`src/rtl/display_scanner_if.sv`:
```
// rtl/display_scanner_if.sv - converter-side inputs and pin-side outputs of the 4-digit scanner
interface display_scanner_if;
  logic       en;
  logic       load;
  logic [6:0] d0;
  logic [6:0] d1;
  logic [6:0] d2;
  logic [6:0] d3;
  logic [3:0] dp_in;
  logic       blank_lz;
  logic [6:0] seg;
  logic       dp;
  logic [3:0] an;
  logic       frame_tick;

  modport master (
    output en, load, d0, d1, d2, d3, dp_in, blank_lz,
    input  seg, dp, an, frame_tick
  );

  modport slave (
    input  en, load, d0, d1, d2, d3, dp_in, blank_lz,
    output seg, dp, an, frame_tick
  );
endinterface

```
`src/rtl/display_scanner.sv`:
```
// rtl/display_scanner.sv - double-buffered time-multiplexed driver for a 4-digit common-anode display
// with leading-zero blanking and a dark guard at the start of every digit slot.
module display_scanner #(
  parameter int REFRESH_DIV = 100000,
  parameter int GUARD       = 4
) (
  input logic              clk,
  input logic              reset,
  display_scanner_if.slave io_bus
);
  localparam int              DW        = $clog2(REFRESH_DIV);
  localparam logic [DW-1:0]   DIV_LAST  = DW'(REFRESH_DIV - 1);
  localparam logic [DW-1:0]   GUARD_LEN = DW'(GUARD);
  localparam logic [6:0]      SEG_OFF   = 7'b1111111;
  localparam logic [6:0]      SEG_ZERO  = 7'b0000001;

  logic [DW-1:0]   r_div_cnt;
  logic [1:0]      r_idx;
  logic            r_pend_valid;
  logic [3:0][6:0] r_pend_d;
  logic [3:0]      r_pend_dp;
  logic [3:0][6:0] r_act_d;
  logic [3:0]      r_act_dp;
  logic            r_wrap;
  logic [6:0]      r_seg;
  logic            r_dp;
  logic [3:0]      r_an;
  logic            r_frame_tick;

  logic [3:0][6:0] w_in_d;
  logic            w_boundary;
  logic            w_commit;
  logic [3:0]      w_lz_blank;
  logic            w_blank;

  assign w_in_d     = {io_bus.d3, io_bus.d2, io_bus.d1, io_bus.d0};
  assign w_boundary = (r_idx == 2'd3) && (r_div_cnt == DIV_LAST);
  assign w_commit   = !io_bus.en || w_boundary;

  // Blanking ripples rightwards from digit 3; any set dp or nonzero digit ends the run.
  always_comb begin
    w_lz_blank    = '0;
    w_lz_blank[3] = io_bus.blank_lz && (r_act_d[3] == SEG_ZERO) && !r_act_dp[3];
    w_lz_blank[2] = w_lz_blank[3] && (r_act_d[2] == SEG_ZERO) && !r_act_dp[2];
    w_lz_blank[1] = w_lz_blank[2] && (r_act_d[1] == SEG_ZERO) && !r_act_dp[1];
    w_blank       = !io_bus.en || (r_div_cnt < GUARD_LEN) || w_lz_blank[r_idx];
  end

  always_ff @(posedge clk or posedge reset) begin
    if (reset) begin
      r_div_cnt    <= '0;
      r_idx        <= 2'd0;
      r_pend_valid <= 1'b0;
      r_pend_d     <= {4{SEG_OFF}};
      r_pend_dp    <= 4'b0000;
      r_act_d      <= {4{SEG_OFF}};
      r_act_dp     <= 4'b0000;
      r_wrap       <= 1'b0;
      r_seg        <= SEG_OFF;
      r_dp         <= 1'b1;
      r_an         <= 4'b1111;
      r_frame_tick <= 1'b0;
    end else begin
      if (io_bus.load) begin
        r_pend_d  <= w_in_d;
        r_pend_dp <= io_bus.dp_in;
      end

      // A load coinciding with a commit bypasses the pending buffer.
      if (w_commit) begin
        r_pend_valid <= 1'b0;
        if (io_bus.load) begin
          r_act_d  <= w_in_d;
          r_act_dp <= io_bus.dp_in;
        end else if (r_pend_valid) begin
          r_act_d  <= r_pend_d;
          r_act_dp <= r_pend_dp;
        end
      end else if (io_bus.load) begin
        r_pend_valid <= 1'b1;
      end

      if (!io_bus.en) begin
        r_div_cnt <= '0;
        r_idx     <= 2'd0;
      end else if (r_div_cnt == DIV_LAST) begin
        r_div_cnt <= '0;
        r_idx     <= r_idx + 2'd1;
      end else begin
        r_div_cnt <= r_div_cnt + 1'b1;
      end

      // Delayed one cycle so the tick lines up with the first registered output of slot 0.
      r_wrap       <= io_bus.en && w_boundary;
      r_frame_tick <= io_bus.en && r_wrap;

      if (w_blank) begin
        r_seg <= SEG_OFF;
        r_dp  <= 1'b1;
        r_an  <= 4'b1111;
      end else begin
        r_seg <= r_act_d[r_idx];
        r_dp  <= ~r_act_dp[r_idx];
        r_an  <= ~(4'b0001 << r_idx);
      end
    end
  end

  assign io_bus.seg        = r_seg;
  assign io_bus.dp         = r_dp;
  assign io_bus.an         = r_an;
  assign io_bus.frame_tick = r_frame_tick;
endmodule

```
`src/flat_wrapper.sv`:
```
// flat-port wrapper written by rule: the top's interface ports become plain ports
module display_scanner_flat 
#(
  parameter int REFRESH_DIV = 100000,
  parameter int GUARD       = 4
)
  (clk, reset, io_bus_en, io_bus_load, io_bus_d0, io_bus_d1, io_bus_d2, io_bus_d3, io_bus_dp_in, io_bus_blank_lz, io_bus_seg, io_bus_dp, io_bus_an, io_bus_frame_tick);
  display_scanner_if io_bus_i ();
  input logic clk;
  input logic reset;
  input wire logic [$bits(io_bus_i.en)-1:0] io_bus_en;
  input wire logic [$bits(io_bus_i.load)-1:0] io_bus_load;
  input wire logic [$bits(io_bus_i.d0)-1:0] io_bus_d0;
  input wire logic [$bits(io_bus_i.d1)-1:0] io_bus_d1;
  input wire logic [$bits(io_bus_i.d2)-1:0] io_bus_d2;
  input wire logic [$bits(io_bus_i.d3)-1:0] io_bus_d3;
  input wire logic [$bits(io_bus_i.dp_in)-1:0] io_bus_dp_in;
  input wire logic [$bits(io_bus_i.blank_lz)-1:0] io_bus_blank_lz;
  output wire logic [$bits(io_bus_i.seg)-1:0] io_bus_seg;
  output wire logic [$bits(io_bus_i.dp)-1:0] io_bus_dp;
  output wire logic [$bits(io_bus_i.an)-1:0] io_bus_an;
  output wire logic [$bits(io_bus_i.frame_tick)-1:0] io_bus_frame_tick;
  assign io_bus_i.en = io_bus_en;
  assign io_bus_i.load = io_bus_load;
  assign io_bus_i.d0 = io_bus_d0;
  assign io_bus_i.d1 = io_bus_d1;
  assign io_bus_i.d2 = io_bus_d2;
  assign io_bus_i.d3 = io_bus_d3;
  assign io_bus_i.dp_in = io_bus_dp_in;
  assign io_bus_i.blank_lz = io_bus_blank_lz;
  assign io_bus_seg = io_bus_i.seg;
  assign io_bus_dp = io_bus_i.dp;
  assign io_bus_an = io_bus_i.an;
  assign io_bus_frame_tick = io_bus_i.frame_tick;
  display_scanner #(.REFRESH_DIV(REFRESH_DIV), .GUARD(GUARD)) u_core (.clk(clk), .reset(reset), .io_bus(io_bus_i));
endmodule
```
`config.mk`:
```
export PLATFORM = sky130hd
export DESIGN_NAME = display_scanner_flat
export DESIGN_NICKNAME = d
export VERILOG_FILES = /design/src/rtl/display_scanner_if.sv /design/src/rtl/display_scanner.sv /design/src/flat_wrapper.sv
export SDC_FILE = /design/constraint.sdc
export NUM_CORES = 1
export LEC_CHECK = 0
export CORE_ASPECT_RATIO = 1.5
export CORE_UTILIZATION = 50
export CTS_CLUSTER_DIAMETER = 50
export DETAILED_ROUTE_END_ITERATION = 10
export PLACE_DENSITY = 0.79
export SLEW_MARGIN = 5
export SYNTH_ARGS = -nofsm -noshare
export SYNTH_HDL_FRONTEND = slang
export SYNTH_SLANG_ARGS = --single-unit
```
`constraint.sdc`:
```
create_clock -name clk -period 9 [get_ports clk]
set_clock_uncertainty 0.1 [all_clocks]
set_input_delay 1.35 -clock clk [delete_from_list [all_inputs] [get_ports clk]]
set_output_delay 1.35 -clock clk [all_outputs]
set_load 0.1 [all_outputs]
```
==> impl_metrics.ini <==
[status]
status = finished clean

[synth]
synthCells = 303
netlist.area_leader.share = 0.417
ys_seq_elements = 98
ys_warn_count = 0
synth.distinct_cells = 40
async_flop_share = 1.00
synth_largest_area_cell = dfstp_2
yosys-top-cells-area = dfstp_2 42%, dfrtp_1 18%, mux2_2 14%, mux4_2 4.2%, mux2_1 3.2%
synth_area_um2 = 4290
syn_nets = 345
ys.flop_type = dfstp_2
avgSynthCellArea_um2 = 14.2
ys_seq_area_frac = 0.592
synth_edf_count = 0

[clocking]
clkLatencyLatePin_ns = 0.34
cts.sinks = 98
root_buffer = clkbuf_16
cts_tree = built
clock_path_buffers = 2
cts-buffers-inserted = 9
clkTransAtPathRegs_ns = 0.07
post_cts_buffers = 0
cts.hold.buffers_added = 0
htree_levels = 3
post_cts_resize_count = 0

[drt]
wl_met2_um = 4450
via_per_inst = 5.41
drc = 0
wirelength_um = 7890
highest_layer = met4
first_pass_iters = 4
wl_met1_um = 3000
num_vias = 2511
dr_wl_met3_um = 256
wl_per_cell_um = 17.0
drtAntennaViolNets = 0
drt_iter0_drc = 139

[floorplan]
floorplan.initialDensity = 0.513
die_y_um = 115
die_area_um2 = 8960
die_x_um = 77.6
fp.coreArea_um2 = 8360
io_pins = 50
rows = 41

[worst_setup_path]
slowest_stage = clkdlybuf4s50_1
path_buf_inv = 1
cp_top_family = buffers and inverters
crit_arrival_ns = 2.00
cp-start-kind = flip-flop
max_stage_delay_ns = 1.13
critPathMaxFanout = 1
cp.required_ns = 7.55
path_class = reg2out
crit_chain = clkdlybuf4s50_1
endpoint_kind = output port

[placement]
portBuffers = 49
place_ws_ns = 5.29
hpwlAfterDp_um = 5370
gp_congestion = 0.813

[timing]
setup_viol = 0
fmax_mhz = 290
worstMarginPinSlew_ns = 1.12
fin_crit_sh = 0.383
drv_slew = 0
fin_setup_tns_ns = 0
maxSlewHeadroom = 0.249
final_hold_viol_count = 0
postLayoutSetupSlackWorst_ns = 5.55
min_period_ns = 3.45
hold_slack_ns = 0.374
rsz0062_at_grt = false

[global_routing]
antenna_found_initial = 0
grt_usage = 0.196
grt_overflow = 0
grt_pass1_vias = 2582
grt_pass1_wl_um = 13100
grt_max_degree = 79

[cells_and_area]
diodes = 0
final_nets = 394
final_layout_size_suffix_gt1_frac = 0.454
area_delta_synth_final_pct = 20.1

[pwr]
power.density_nw_per_um2 = 199
ir_worst_vdd_uv = 116
clockPowerShare = 0.360
p_sw_frac = 0.229
intPower_mw = 0.791
combinationalPowerShare = 0.110
p_switching_mw = 0.235
p_seq_frac = 0.530
p_leak_nw = 1.96

[worst_hold_path]
min_path_type = reg2reg

[job]
cap_viol_max_count = 0
[state kept, by name (all words and copies together) (netlist names), 2 cells and up]
signal and flops:
u_core.r_idx 2, u_core.r_pend_d 28, u_core.r_act_d 28, u_core.r_act_dp 4, u_core.r_pend_dp 4, u_core.io_bus.an 4
u_core.r_div_cnt 17, u_core.io_bus.seg 7
[kinds of logic (layout without fill, tap and decap cells)]
kind of cell	Yosys count	in the layout	share of synthesized area
buffers and inverters	25	79	0.0277
DFF	98	98	0.592
AOI/OAI and AO/OA	10	10	0.0198
and+or+nand+nor	77	77	0.103
xor gates and xnor gates	16	16	0.0327
adders and majority gates	5	5	0.0146
muxes	72	72	0.210
[cell type report]
| cell class | instances | area (µm²) |
|---|---|---|
| fillers | 640 | 3210 |
| clock buffers | 13 | 272 |
| well taps | 107 | 134 |
| flip-flops and latches | 98 | 2540 |
| clock inverters | 3 | 21.3 |
| multi-input cells | 180 | 1630 |
| inverters | 11 | 42.5 |
| repair buffers | 52 | 513 |
[cells in the final DEF, fill, tap and decap left out, drive strengths merged, types with 2 or more instances in the layout]
cell,n
and2,3
buf,3
clkbuf,13
clkdlybuf4s50,49
clkinv,3
dfrtp,30
dfstp,68
ha,5
inv,10
mux2,64
mux4,8
nand2,5
nand3,6
nand4,5
nand4b,2
nor2,19
nor3,6
nor4,10
nor4b,2
o21ai,3
or2,11
or3,2
xnor2,13
xor2,3
[per-stage QoR]
step	std cells	instance area (µm²)	total power, mW	util
6_report	464	5150	1.03	0.616
5_1_grt	464	5150	1.07	0.616
2_1_floorplan	303	4290	0.621	-
3_3_place_gp	448	4860	0.660	0.581
3_5_place_dp	448	4860	0.666	0.581
4_1_cts	464	5150	1.04	0.616
[power by group through the flow]
| stage | combinational, mW | clock (mW) | sequential (mW) |
|---|---|---|---|
| after floorplan | 0.0768 | 0 | 0.544 |
| after detailed placement | 0.115 | 0 | 0.551 |
| final | 0.113 | 0.369 | 0.544 |
| after global placement | 0.111 | 0 | 0.549 |
| after CTS | 0.116 | 0.377 | 0.544 |
| after global routing | 0.123 | 0.392 | 0.550 |
[metal layers]
layer	up-vias	global-route usage
met1	1268	0.219
met4	0	0.0943
met2	60	0.359
met5	-	0
met3	14	0.0339
li1	1169	-
[synthesized netlist by cell type, types with 2 or more instances]
master / instances
dfstp_2: 68
mux2_2: 52
dfrtp_1: 30
nor2_1: 19
xnor2_1: 13
mux2_1: 12
inv_1: 11
or2_2: 11
nor4_1: 10
mux4_2: 8
clkbuf_1: 6
nand3_1: 6
nor3_1: 6
ha_1: 5
nand2_1: 5
nand4_1: 5
and2_1: 3
buf_1: 3
buf_6: 3
xor2_1: 3
buf_2: 2
nand4b_1: 2
nor4b_1: 2
o21ai_0: 2
[final timing paths]
path / from / end / slack (ns) / depth (start not counted)
max: u_core.io_bus.seg[5] / io_bus_seg[5] / 5.55 / 1
min: u_core.r_wrap / u_core.io_bus.frame_tick / 0.37 / 1
max reg2reg: u_core.r_div_cnt[0] / u_core.r_div_cnt[10] / 6.20 / 5
min reg2reg: u_core.r_wrap / u_core.io_bus.frame_tick / 0.37 / 1
max in group asynchronous: reset / u_core.r_pend_dp[3] / 6.39 / 3
min in group asynchronous: reset / u_core.r_div_cnt[14] / 1.20 / 2
(Power assumes the default switching activity.)
==> RTL edit 1, RTL diff (config.mk and constraints unchanged) <==
`REFRESH_DIV` is set to 100000 in 2 places; all go to 400000.
--- a/src/rtl/display_scanner.sv
+++ b/src/rtl/display_scanner.sv
@@ -1,7 +1,7 @@
 // rtl/display_scanner.sv - double-buffered time-multiplexed driver for a 4-digit common-anode display
 // with leading-zero blanking and a dark guard at the start of every digit slot.
 module display_scanner #(
-  parameter int REFRESH_DIV = 100000,
+  parameter int REFRESH_DIV = 400000,
   parameter int GUARD       = 4
 ) (
   input logic              clk,
--- a/src/flat_wrapper.sv
+++ b/src/flat_wrapper.sv
@@ -1,7 +1,7 @@
 // flat-port wrapper written by rule: the top's interface ports become plain ports
 module display_scanner_flat 
 #(
-  parameter int REFRESH_DIV = 100000,
+  parameter int REFRESH_DIV = 400000,
   parameter int GUARD       = 4
 )
   (clk, reset, io_bus_en, io_bus_load, io_bus_d0, io_bus_d1, io_bus_d2, io_bus_d3, io_bus_dp_in, io_bus_blank_lz, io_bus_seg, io_bus_dp, io_bus_an, io_bus_frame_tick);
Function: no difference found for any inputs over 10 cycles, from zero or initial values and one cycle with reset high; that may be too few to reach the edited logic, so the function may still have changed.
==> RTL edit 1 against the original RTL <==
- routed wire length is 5.7% higher
- setup slack better by 13 ps
- via count is 6.3% higher
- sequential power is 2% higher
- core utilization is 0.29 points lower
- final area is 5.1% higher
- sequential share of layout area is 1.5 points lower
- area after synthesis is 6.4% higher
- power is 6.6% higher
- sequential cell count is 2 higher
==> RTL edit 1: results (changes against the original RTL) <==
Status
The run finished with clean final reports.

Global routing
The fraction of met3 tracks used by global routing was 3.91% (+0.52 points). The met1 routing resource usage after global routing is 24.3% (+2.4 points). The total global routing track utilization came to 19.6% (about the same). The largest net degree at the start of global routing is 83 (+5.1%).

The met2 routing resource usage after global routing is 32.2% (-3.7 points). The number of global-route vias before repair is 2737 (+6.0%). The global-route wire length before repair came to 13.8 mm (+5.5%).

Synthesis
The commonest cells after synthesis are sky130_fd_sc_hd__dfstp_2, sky130_fd_sc_hd__mux2_2, sky130_fd_sc_hd__dfrtp_1, sky130_fd_sc_hd__mux2_4, sky130_fd_sc_hd__nor2_1. The number of distinct library cells after synthesis was 43 (+7.5%). Ranked by total cell area, the synthesized netlist is headed by sky130_fd_sc_hd__dfstp_2, sky130_fd_sc_hd__dfrtp_1, sky130_fd_sc_hd__mux2_4, sky130_fd_sc_hd__mux2_2, sky130_fd_sc_hd__mux4_2. The share of synthesized area occupied by flip-flops and latches was 56.7% (-2.5 points). The number of nets in the synthesized netlist is 361 (+4.6%).

Layout
The largest registers in the layout are u_core.r_act_d (28), u_core.r_pend_d (28), u_core.r_div_cnt (19). The number of nets in the layout is 408 (+3.6%). The share of layout cells above drive strength 1 is 44.7% (-0.63 points).

Power and ir drop
The leakage power is 2.20 nW (+12%). The power in combinational cells came to 0.138 mW (+22%). The sequential group share of total power came to 50.8% (-2.2 points). The internal power is 0.846 mW (+6.9%).

The peak supply drop is 0.130 mV (+12%). The switching power share of the total is 22.7% (-0.23 points).

Timing
The pin slew with the least headroom to its limit was 1020 ps (-100 ps).

Route
The detailed-routed wire length on met3 was 260 microns (+1.6%). The average wire per cell in the routed design came to 17.3 microns (+1.9%). The DRC marker count from the first detailed-route iteration is 127 (-8.6%). The routed metal-1 wire length is 3.50 mm (+17%). The length of routed met2 wiring is 4.38 mm (-1.5%). The detailed-route vias per instance was 5.55 (+2.5%).

Placed design
The placed instance area is 5100 sq um (+4.9%). The placer's final routability congestion estimate is 0.783 (-3.7%). The half-perimeter wire length of the detailed placement result is 5.64 mm (+5.2%).

Setup path
The cell with the largest stage delay on the worst path is sky130_fd_sc_hd__clkdlybuf4s50_1.
-- RTL edit 1: changes by cell type in the layout (fill, tap and decap cells not counted), sizes merged, moves of 3 or more --
cell	unedited run	this run
or2	11	0
nor2	19	28
mux2i	0	4
nand2	5	10
and3	1	4
xnor2	13	9
nand4	5	9
nand3	6	16
-- RTL edit 1: layout make-up --
class,count,area (sq um)
Clock buffer,13,270
Clock inverter,3,43.8
Fill cell,676,3420
Inverter,8,31.3
Multi-Input combinational cell,196,1840
Sequential cell,100,2590
Tap cell,110,138
Timing Repair Buffer,51,505
-- RTL edit 1: metrics by stage --
step	hold WS (ps)	setup slack, ps	util (%)	std cells
2_1_floorplan	334	5040	-	319
3_3_place_gp	338	5470	57.8	465
3_5_place_dp	344	5440	57.8	465
4_1_cts	358	5550	61.3	481
5_1_grt	382	5530	61.3	481
6_report	362	5570	61.3	481
-- RTL edit 1: path summary, 6_finish.rpt --
| kind | from | endpoint | slack, ps | depth (start not counted) |
|---|---|---|---|---|
| max in group asynchronous | reset | u_core.r_pend_dp[3] | 6340 | 3 |
| setup reg to reg | u_core.r_idx[0] | u_core.r_act_dp[2] | 6610 | 4 |
| setup / recovery | u_core.io_bus.an[0] | io_bus_an[0] | 5570 | 1 |
| hold reg to reg | u_core.r_wrap | u_core.io_bus.frame_tick | 360 | 1 |
| hold / removal | u_core.r_wrap | u_core.io_bus.frame_tick | 360 | 1 |
| min in group asynchronous | reset | u_core.r_div_cnt[0] | 1180 | 2 |
-- RTL edit 1: logic make-up after synthesis --
logic type,synth area share [%]
mux,23.1
xor+xnor,2.50
fa+ha+maj,1.37
flops,56.7
compound gates,2.06
buf+inv,3.02
simple gates,11.2
==> RTL edit 2, RTL diff (config.mk and constraints unchanged) <==
Without the edit above. Reset style: synchronous (`reset`), changed in one clocked block.
--- a/src/rtl/display_scanner.sv
+++ b/src/rtl/display_scanner.sv
@@ -46,7 +46,7 @@
     w_blank       = !io_bus.en || (r_div_cnt < GUARD_LEN) || w_lz_blank[r_idx];
   end
 
-  always_ff @(posedge clk or posedge reset) begin
+  always_ff @(posedge clk) begin
     if (reset) begin
       r_div_cnt    <= '0;
       r_idx        <= 2'd0;
Check against the original RTL: differs if reset is asserted again (counterexample within 10 cycles, from zero or initial values and one cycle with reset high); with reset held inactive, the same outputs for 10 cycles.
==> RTL edit 2 against the original RTL <==
- power shrank 5.1%
- hold slack worse by 38 ps
- die area is 5.2% lower
- final area down 4.5%
- setup slack got worse by 85 ps
- sequential cell count unchanged
- combinational power shrank 39%
- routed wire length up 0.44%
- area after synthesis fell by 5.3%
==> RTL edit 2: results (changes against the original RTL) <==
Status
The flow ran to the end, and the final reports show no timing, DRC or antenna violations.

Layout
The number of nets in the layout is 455 (+15%). The share of layout cells above drive strength 1 was 23.9% (-21 points). The filler cell count in the final layout is 629 (-1.7%).

Global routing
The number of global-route vias before repair came to 2759 (+6.9%). The global-route wire length before repair came to 13.1 mm (+0.58%). The total global routing track utilization is 21.0% (+1.4 points). The largest net degree at the start of global routing is 67 (-15%).

Power and ir drop
The net switching component of the power is 0.194 mW (-18%). The peak supply drop is 0.119 mV (+2.9%). The leakage power came to 1.75 nW (-11%).

Timing
The pin slew with the least headroom to its limit was 1100 ps (-20.4 ps).

Placed design
The half-perimeter wire length of the detailed placement result is 5.37 mm (about the same). The placer's final routability congestion estimate is 0.805 (-1.1%). The pre-CTS worst setup slack is 5110 ps (-176 ps).

Synthesis
After synthesis, the most frequently instantiated cells are sky130_fd_sc_hd__dfxtp_1, sky130_fd_sc_hd__or2_2, sky130_fd_sc_hd__nor2b_1, sky130_fd_sc_hd__mux2_2. The number of distinct library cells after synthesis is 41 (+2.5%). The number of nets in the synthesized netlist is 415 (+20%). The post-synthesis async set-or-reset flop share is 0% (-100 points).

Clocking
The CTS H-tree depth came to 3 (unchanged). The number of clock buffers inserted by TritonCTS was 9 (unchanged).

Route
The DRC marker count from the first detailed-route iteration is 136 (-2.2%). The wire length after detailed routing is 7.93 mm (+0.44%). The detailed-route vias per instance is 5.37 (-0.85%).

Setup path
The cell with the largest stage delay on the worst path is sky130_fd_sc_hd__buf_2. The longest individual stage delay on the worst path was 810 ps (-320 ps).
## RTL edit 2: cell count changes after synthesis, sizes merged, moves of 8 or more
cell and change:
dfrtp -30, mux2 -32, a211o +28, dfstp -68, nor2 +9, nor2b +34, xnor2 -9, xor2 +8
or2 +28, dfxtp +98
## RTL edit 2: path summary, 6_finish.rpt
path / end / start / slack (ps)
setup / recovery: u_core.r_act_d[15] / io_bus_load / 5470
hold / removal: u_core.io_bus.frame_tick / u_core.r_wrap / 340
setup reg to reg: u_core.r_act_d[15] / u_core.r_idx[0] / 6360
hold reg to reg: u_core.io_bus.frame_tick / u_core.r_wrap / 340
## RTL edit 2: cell type report
| class | instances | area share (%) |
|---|---|---|
| clock inverters | 5 | 2.04 |
| inverters | 8 | 0.611 |
| multi-input cells | 246 | 39.8 |
| well taps | 102 | 2.60 |
| flip-flops and latches | 98 | 39.9 |
| clock buffers | 11 | 5.14 |
| repair buffers | 50 | 9.92 |
## RTL edit 2: cell families (layout without fill, tap and decap cells)
logic type / Yosys count / in the layout / synth area share, %
flops: 98 / 98 / 48.3
compound gates: 35 / 35 / 7.30
buf+inv: 29 / 74 / 3.51
simple gates: 146 / 146 / 21.6
fa+ha+maj: 5 / 5 / 1.54
xor+xnor: 15 / 15 / 3.23
mux: 45 / 45 / 14.5
## RTL edit 2: through the flow
step / util [%] / std cells / cell area [sq um] / hold slack [ps]
floorplan: - / 373 / 4060 / 306
global placement: 58.8 / 504 / 4560 / 313
detailed placement: 58.8 / 504 / 4560 / 327
CTS: 63.4 / 520 / 4920 / 342
global route: 63.4 / 520 / 4920 / 368
finish: 63.4 / 520 / 4920 / 337
## RTL edit 2: critical path, delay by kind of cell
family | cells | cell delay (ps)
muxes | 1 | 410
buffers and inverters | 1 | 810
AOI/OAI and AO/OA | 1 | 710
and+or+nand+nor | 2 | 350
## RTL edit 2: power by group through the flow
stage	clock network, mW	registers, mW	logic [mW]
5_1_grt	0.469	0.464	0.0761
3_5_place_dp	0	0.472	0.0693
6_report	0.442	0.462	0.0690
2_1_floorplan	0	0.468	0.0472
3_3_place_gp	0	0.472	0.0676
4_1_cts	0.451	0.462	0.0699
## RTL edit 2: metal layers
layer	global-route usage, %	wire, microns	part of all wire [%]	up-vias
met5	0	0	0	-
li1	-	-	-	1383
met3	2.69	179	2.3	24
met2	35.5	4290	54	52
met1	24.3	3180	40	1331
met4	12.7	274	3.5	0
